--- src/rtl/logu_serial_seq.sv ---
// logu_serial_seq
//   Bit-serial sequencer in front of a 1-bit logic unit (LogU). A WIDTH-bit
//   logic operation is performed by streaming operand bits LSB first through
//   LogU and reassembling its output into a WIDTH-bit result.
//
// Ports
//   clk, rst          clock, synchronous active-high reset
//   start / ready     request handshake (accepted only while ready=1)
//   a_in, b_in, opsel operands and op code (0 AND, 1 OR, 2 XOR, 3 NOT A)
//   lu_a, lu_b        operand bits to LogU
//   lu_opsel0..2      latched op code bits to LogU
//   lu_out            LogU output (combinational from lu_*)
//   result, err       assembled result / illegal op flag, valid with done
//   done              one-cycle completion pulse
module logu_serial_seq #(
    parameter int WIDTH = 8
) (
    input  logic             clk,
    input  logic             rst,
    input  logic             start,
    output logic             ready,
    input  logic [WIDTH-1:0] a_in,
    input  logic [WIDTH-1:0] b_in,
    input  logic [2:0]       opsel,
    output logic             lu_a,
    output logic             lu_b,
    output logic             lu_opsel0,
    output logic             lu_opsel1,
    output logic             lu_opsel2,
    input  logic             lu_out,
    output logic [WIDTH-1:0] result,
    output logic             done,
    output logic             err
);

    localparam int CW = (WIDTH > 1) ? $clog2(WIDTH) : 1;
    localparam logic [CW-1:0] CNT_LAST = CW'(WIDTH - 1);

    localparam logic [1:0] S_IDLE  = 2'd0;
    localparam logic [1:0] S_SHIFT = 2'd1;
    localparam logic [1:0] S_DONE  = 2'd2;

    logic [1:0]       state_q,  state_d;
    logic [WIDTH-1:0] a_sh_q,   a_sh_d;
    logic [WIDTH-1:0] b_sh_q,   b_sh_d;
    logic [WIDTH-1:0] res_sh_q, res_sh_d;
    logic [WIDTH-1:0] result_q, result_d;
    logic [2:0]       op_q,     op_d;
    logic [CW-1:0]    cnt_q,    cnt_d;
    logic             err_q,    err_d;

    // Captured bit enters at the MSB so that after WIDTH captures the first
    // (LSB) bit has walked down to bit 0.
    logic [WIDTH-1:0] res_next;
    assign res_next = {lu_out, res_sh_q[WIDTH-1:1]};

    always_comb begin
        state_d  = state_q;
        a_sh_d   = a_sh_q;
        b_sh_d   = b_sh_q;
        res_sh_d = res_sh_q;
        result_d = result_q;
        op_d     = op_q;
        cnt_d    = cnt_q;
        err_d    = err_q;
        case (state_q)
            S_IDLE: begin
                if (start) begin
                    if (opsel[2]) begin
                        err_d    = 1'b1;
                        result_d = '0;
                        state_d  = S_DONE;
                    end else begin
                        a_sh_d   = a_in;
                        b_sh_d   = b_in;
                        op_d     = opsel;
                        cnt_d    = '0;
                        res_sh_d = '0;
                        result_d = '0;
                        err_d    = 1'b0;
                        state_d  = S_SHIFT;
                    end
                end
            end
            S_SHIFT: begin
                res_sh_d = res_next;
                a_sh_d   = a_sh_q >> 1;
                b_sh_d   = b_sh_q >> 1;
                if (cnt_q == CNT_LAST) begin
                    cnt_d    = '0;
                    result_d = res_next;
                    state_d  = S_DONE;
                end else begin
                    cnt_d = cnt_q + 1'b1;
                end
            end
            S_DONE: begin
                state_d = S_IDLE;
            end
            default: begin
                state_d = S_IDLE;
            end
        endcase
    end

    always_ff @(posedge clk) begin
        if (rst) begin
            state_q  <= S_IDLE;
            a_sh_q   <= '0;
            b_sh_q   <= '0;
            res_sh_q <= '0;
            result_q <= '0;
            op_q     <= '0;
            cnt_q    <= '0;
            err_q    <= 1'b0;
        end else begin
            state_q  <= state_d;
            a_sh_q   <= a_sh_d;
            b_sh_q   <= b_sh_d;
            res_sh_q <= res_sh_d;
            result_q <= result_d;
            op_q     <= op_d;
            cnt_q    <= cnt_d;
            err_q    <= err_d;
        end
    end

    // LogU is only driven while shifting; all lu_* sit at 0 otherwise.
    logic in_shift;
    assign in_shift  = (state_q == S_SHIFT);
    assign lu_a      = in_shift & a_sh_q[0];
    assign lu_b      = in_shift & b_sh_q[0];
    assign lu_opsel0 = in_shift & op_q[0];
    assign lu_opsel1 = in_shift & op_q[1];
    assign lu_opsel2 = in_shift & op_q[2];

    assign ready  = (state_q == S_IDLE);
    assign done   = (state_q == S_DONE);
    assign result = result_q;
    assign err    = err_q;

endmodule
--- config.mk ---
export PLATFORM = sky130hd
export DESIGN_NAME = logu_serial_seq
export DESIGN_NICKNAME = d
export VERILOG_FILES = /design/src/rtl/logu_serial_seq.sv
export SDC_FILE = /design/constraint.sdc
export NUM_CORES = 1
export LEC_CHECK = 0
export CAP_MARGIN = 20
export CELL_PAD_IN_SITES_DETAIL_PLACEMENT = 1
export CELL_PAD_IN_SITES_GLOBAL_PLACEMENT = 2
export CORE_ASPECT_RATIO = 1.75
export CORE_MARGIN = 3
export CORE_UTILIZATION = 30
export CTS_BUF_LIST = sky130_fd_sc_hd__clkbuf_8
export CTS_CLUSTER_DIAMETER = 80
export DETAILED_ROUTE_END_ITERATION = 8
export PLACE_DENSITY = 0.75
export SYNTH_ARGS = -nofsm -noshare
export SYNTH_HDL_FRONTEND = slang
export SYNTH_SLANG_ARGS = --single-unit
--- constraint.sdc ---
create_clock -name clk -period 2 [get_ports clk]
set_input_delay 0.4 -clock clk [delete_from_list [all_inputs] [get_ports clk]]
set_output_delay 0.4 -clock clk [all_outputs]
set_load 0.005 [all_outputs]
Yosys cells after proc, flatten, opt, wreduce, memory -nomap -nowiden

Index checks and enable logic that the tools add are counted.

Register bits after elaboration: 40
Bits of input ports: 23

Reductions and logical operators: 7
Muxes and demuxes: 21
Bitwise gates (word level): 5
Equal/unequal tests: 6
Add/subtract/negate cells: 1

Operators by type and width:

| kind                                           | number |
|---|---|
| 2-to-1 mux 8 bit                               | 8 |
| one-hot mux 8 bit (2 select lines)             | 4 |
| 2-to-1 mux 3 bit                               | 3 |
| AND reduction 3 bit                            | 3 |
| 2-to-1 mux 2 bit                               | 3 |
| one-hot mux 3 bit (2 select lines)             | 1 |
| AND 1 bit                                      | 4 |
| != test 2 bit (second input constant)          | 2 |
| one-hot mux 2 bit (2 select lines)             | 1 |
| AND reduction 2 bit                            | 2 |
| adder 3 x 1 -> 3 bit (second input constant)   | 1 |
| == test 3 bit (second input constant)          | 1 |
| == test 2 x 1 -> 1 bit (second input constant) | 1 |
| == test 2 bit (second input constant)          | 1 |
| zero test 2 bit                                | 1 |
| != test 2 x 1 -> 1 bit (second input constant) | 1 |
| nonzero test 2 bit                             | 1 |
| 2-to-1 mux 1 bit                               | 1 |
| inverter 1 bit                                 | 1 |

Depth between registers and ports, before layout

Gate-level depths: netlist of run 1.

Depth in word-level cells: 3
Mapped depth: 6
Gate-level depth less buffers: 5

Worst setup path after synthesis of run 1

No wires, ideal clock.

Kind: register to register
Start: reg cnt_q[0]
End: reg result_q[7], in the netlist result[7]
Data required time: 1,873 ps
Period minus slack after synthesis: 1,517 ps
Buffers on the path: 0
Arrival: 1,390 ps
Path slack: 483 ps
Stages on the path, launching flop included: 6
Library setup time: 127 ps
Cells stage by stage: dfxtp_1 ha_1 ha_1 mux2i_1 or2_0 o21ai_0

Word-level cells in the longest chain between the ends: 3

Ends and longest elaborated chain:

| element                                 | line | RTL |
|---|---|---|
| from (decl)                             | 49   | `logic [CW-1:0] cnt_q, cnt_d;` |
| from (signal assigned)                  | 123  | `cnt_q <= cnt_d;` |
| == test 3 bit                           | 89   | `if (cnt_q == CNT_LAST) begin` |
| != test 2 x 1 -> 1 bit (no source line) | n/a  |  |
| AND reduction 3 bit (no source line)    | n/a  |  |
| to (signal assigned)                    | 121  | `result_q <= result_d;` |
| to (decl)                               | 47   | `logic [WIDTH-1:0] result_q, result_d;` |

Every way passes these cells.
A chain may end at the register's enable or synchronous reset.

Worst setup path in the final report of run 1

Start: reg state_q[0]
End: out lu_opsel1

Word-level cells in the longest chain between the ends: 2

Ends and longest elaborated chain:

| element                | line | RTL |
|---|---|---|
| from (decl)            | 43   | `logic [1:0] state_q, state_d;` |
| from (signal assigned) | 117  | `state_q <= state_d;` |
| == test 2 x 1 -> 1 bit | 130  | `assign in_shift = (state_q == S_SHIFT);` |
| AND 1 bit              | 134  | `assign lu_opsel1 = in_shift & op_q[1];` |
| to (decl)              | 28   | `output logic lu_opsel1,` |

Every way passes these cells.

==> results of run 1 <==
## area by class of cell
| type | count | area [sq um] | area share |
|---|---|---|---|
| multi-input cells | 131 | 979.7 | 0.3943 |
| flip-flops and latches | 39 | 782.0 | 0.3147 |
| repair buffers | 52 | 515.5 | 0.2075 |
| well taps | 78 | 97.59 | 0.03927 |
| clock buffers | 5 | 68.82 | 0.02769 |
| clock inverters | 2 | 33.78 | 0.01360 |
| inverters | 2 | 7.507 | 0.003021 |
## logic make-up (layout without fill, tap and decap cells)
| group | count (synthesis) | after routing | share of synthesized area |
|---|---|---|---|
| AO/OA/AOI/OAI | 43 | 43 | 0.1689 |
| adder cells (fa/ha/maj) | 2 | 2 | 0.01324 |
| buffers and inverters | 19 | 61 | 0.06953 |
| flip-flops | 39 | 39 | 0.4132 |
| multiplexers | 20 | 20 | 0.1060 |
| other | 1 | 1 | 0.001985 |
| AND/OR/NAND/NOR | 65 | 65 | 0.2272 |
## worst max-delay path, delay by kind of cell (launching register included)
family	cells	cell delay, ns
buffers and inverters	1	0.50
and+or+nand+nor	2	0.38
DFF	1	0.33
## power groups by stage
stage	Clock [uW]	Combinational, uW	Sequential, uW
floorplan	0	206	852
global placement	0	310	858
detailed placement	0	313	859
CTS	651	315	841
global route	682	345	847
finish	622	314	841
## flip-flops by register name, summed over array words and instances, names as in the netlist
| signal | count |
|---|---|
| a_sh_q | 8 |
| b_sh_q | 8 |
| result | 8 |
| res_sh_q | 7 |
| cnt_q | 3 |
| op_q | 2 |
| state_q | 2 |
| err | 1 |
## cells in the mapped netlist, types with 2 or more instances
| library cell | n |
|---|---|
| nor3_1 | 14 |
| nand3b_1 | 9 |
| clkbuf_1 | 4 |
| nor2b_1 | 7 |
| buf_2 | 5 |
| inv_1 | 2 |
| nand3_1 | 2 |
| and2_1 | 4 |
| dfxtp_1 | 39 |
| nor2_1 | 6 |
| a211oi_1 | 4 |
| buf_6 | 3 |
| or3b_1 | 2 |
| mux2i_1 | 20 |
| o21ai_0 | 25 |
| ha_1 | 2 |
| buf_4 | 4 |
| a211oi_2 | 11 |
| nand2b_1 | 13 |
| a21oi_1 | 2 |
## layer usage
metal | track usage | up-vias | routed length [microns]
met2 | 0.2326 | 22 | 2322
met5 | 0 | - | 0
li1 | - | 746 | -
met4 | 0.05292 | 0 | 75
met3 | 0.03043 | 4 | 163
met1 | 0.1400 | 726 | 1779
## metrics by stage
stage	total power [uW]	hold slack (ns)	TNS, ns	util	cell area, sq um
floorplan	1058	0.4483	0	-	1889
global placement	1167	0.4574	0	0.3924	2344
detailed placement	1172	0.4669	0	0.3924	2344
CTS	1807	0.4801	0	0.4102	2450
global route	1874	0.5105	-0.006810	0.4161	2485
finish	1777	0.4758	0	0.4161	2485
## worst min-delay path by stage
stage / cells after the start / end / from
floorplan: 2 / a_sh_q[7] / a_sh_q[7]
finish: 2 / a_sh_q[7] / a_sh_q[7]
CTS: 2 / res_sh_q[3] / res_sh_q[3]
global route: 2 / cnt_q[2] / cnt_q[2]
global placement: 2 / result[0] / result[0]
detailed placement: 2 / res_sh_q[3] / res_sh_q[3]
## timing repair
item	CTS	global route
pin swaps	0	1
gates resized for setup	1	4
setup endpoints to repair	1	5
buffers inserted	0	3
==> metrics.md, run 1 <==
| Metric | Value |
|---|---|
| Crit-path max FO | 8 |
| # diodes | 0 |
| Netlist cell types | 31 |
| Commonest non-fill, non-tap cell in the layout | dfxtp_1 |
| Status | complete, no violations |
| Num CTS Buffers | 5 |
| Period Utilization, post-route | 0.9529 |
| Reg2reg end | result[7] |
| Relative slew slack | 0.5893 |
| Top post-synthesis cells by area | dfxtp_1, mux2i_1, a211oi_2, o21ai_0, nand2b_1 |
| Seq pwr share | 0.473 |
| Htree depth | 2 |
| Clk sinks | 39 |
| Worst R2R Setup Slack | 0.55 ns |
| Standard-cell rows | 37 |
| FMAX | 524.7 MHz |
| RR Startpoint | cnt_q[0] |
| Mapped Area | 1889 sq um |
| TritonCTS clock tree | done |
| Worst Setup End Kind | primary output |
| IO Pins | 39 |
| Primary FF master, synth | dfxtp_1 |
| Root Buffer Master | clkbuf_8 |
| Async set-reset flop share out of synthesis | 0 |
| Mapped Cells | 189 |
| Initial antenna violation count | 0 |
| P_int | 1348 uW |
| Combinational share of power | 0.177 |
| Initial drt markers | 39 |
| P_sw | 429.2 uW |
| Initial core utilization | 0.3164 |
| Detailed-route via count | 1498 |
| Setup WS post-layout | 0.09424 ns |
| Clock Latency Late Sink | 0.29 ns |
| Hold Path Class | reg2reg |
| First-pass GRT wire length | 7624 microns |
| Leakage power | 0.0008708 uW |
| Port buffer count | 37 |
| Worst EP required | 1.60 ns |
| Post-Syn Nets | 214 |
| Avg Cell Area, Syn | 9.996 sq um |
| Placed cells | 299 |
| Longest Clk Path Bufs | 2 |
| HPWL Detailed | 3155 microns |
| Routed WL | 4341 microns |
| CP Data Arrival Time | 1.51 ns |
| Clock slew at reported path FFs | 0.07 ns |
| Vias in the first global route | 1669 |
| EDFF count, synth | 0 |
| Max-cap viol count | 0 |
| Hold Buf Count CTS | 0 |
| Vias per inst | 4.848 |
| R2R cell count | 6 |
| Setup violators final | 0 |
| Sequential share of the synthesized area | 0.4132 |
| Clock Skew | 0.007130 ns |
| Worst setup startpoint | state_q[0] |
| Placement Setup Slack | 0.1577 ns |
| Hold Fails Final Rpt | 0 |
| Clock power frac | 0.350 |
| Area leader, netlist | dfxtp_1 |
| Crit path cell chain | nor2b_4 -> and2_1 -> clkdlybuf4s50_1 |
| Synth top area share | 0.4132 |
| Sw Ratio | 0.2415 |
| Total congestion overflow | 0 |
| Max Slew Vio Count | 0 |
| VDD IR max | 418.4 uV |
| Register bit total from synthesis | 39 |
| GPL Wtd Cong | 0.7676 |
| Fin crit period | 1.906 ns |
| Die width | 65.99 microns |
| Die Area | 7324 sq um |
| Worst Setup Start Kind | flip-flop |
| Ratio of cells with drive above 1 in the final layout | 0.1732 |
| Yosys warns | 0 |
| Pwr dens | 715.1 nW/um^2 |
| Nets@finish | 256 |
| CP peak stage delay | 0.50 ns |
| Antenna Violating Nets Remaining | 0 |
| Worst-Margin Slew | 0.6161 ns |
| GRT Overall Usage | 0.1294 |
| Pin count of the biggest net entering global routing | 42 |
| CP Capture Point | lu_opsel1 |
| CP max-delay cell | clkdlybuf4s50_1 |
| Wire per inst | 14.05 microns |
| Post-Layout Cell Count | 309 |
| Commonest cells after routing, fill and taps aside | dfxtp_1, clkdlybuf4s50_1, o21ai_0 |
| Synth-to-layout area growth | 31.52% |
| Core ar. | 5972 sq um |
| Filler cells | 679 |
| # DRC | 0 |
| Drt first pass iters | 4 |
| Die Y | 111.0 microns |
| Critical path class | reg2out |
(Power assumes the default switching activity.)
==> inputs of run 2 (changes only) <==
SLEW_MARGIN = 30   (was not set)
==> results of run 2 <==
Final layout, timing and power as in run 1 (identical DEF).
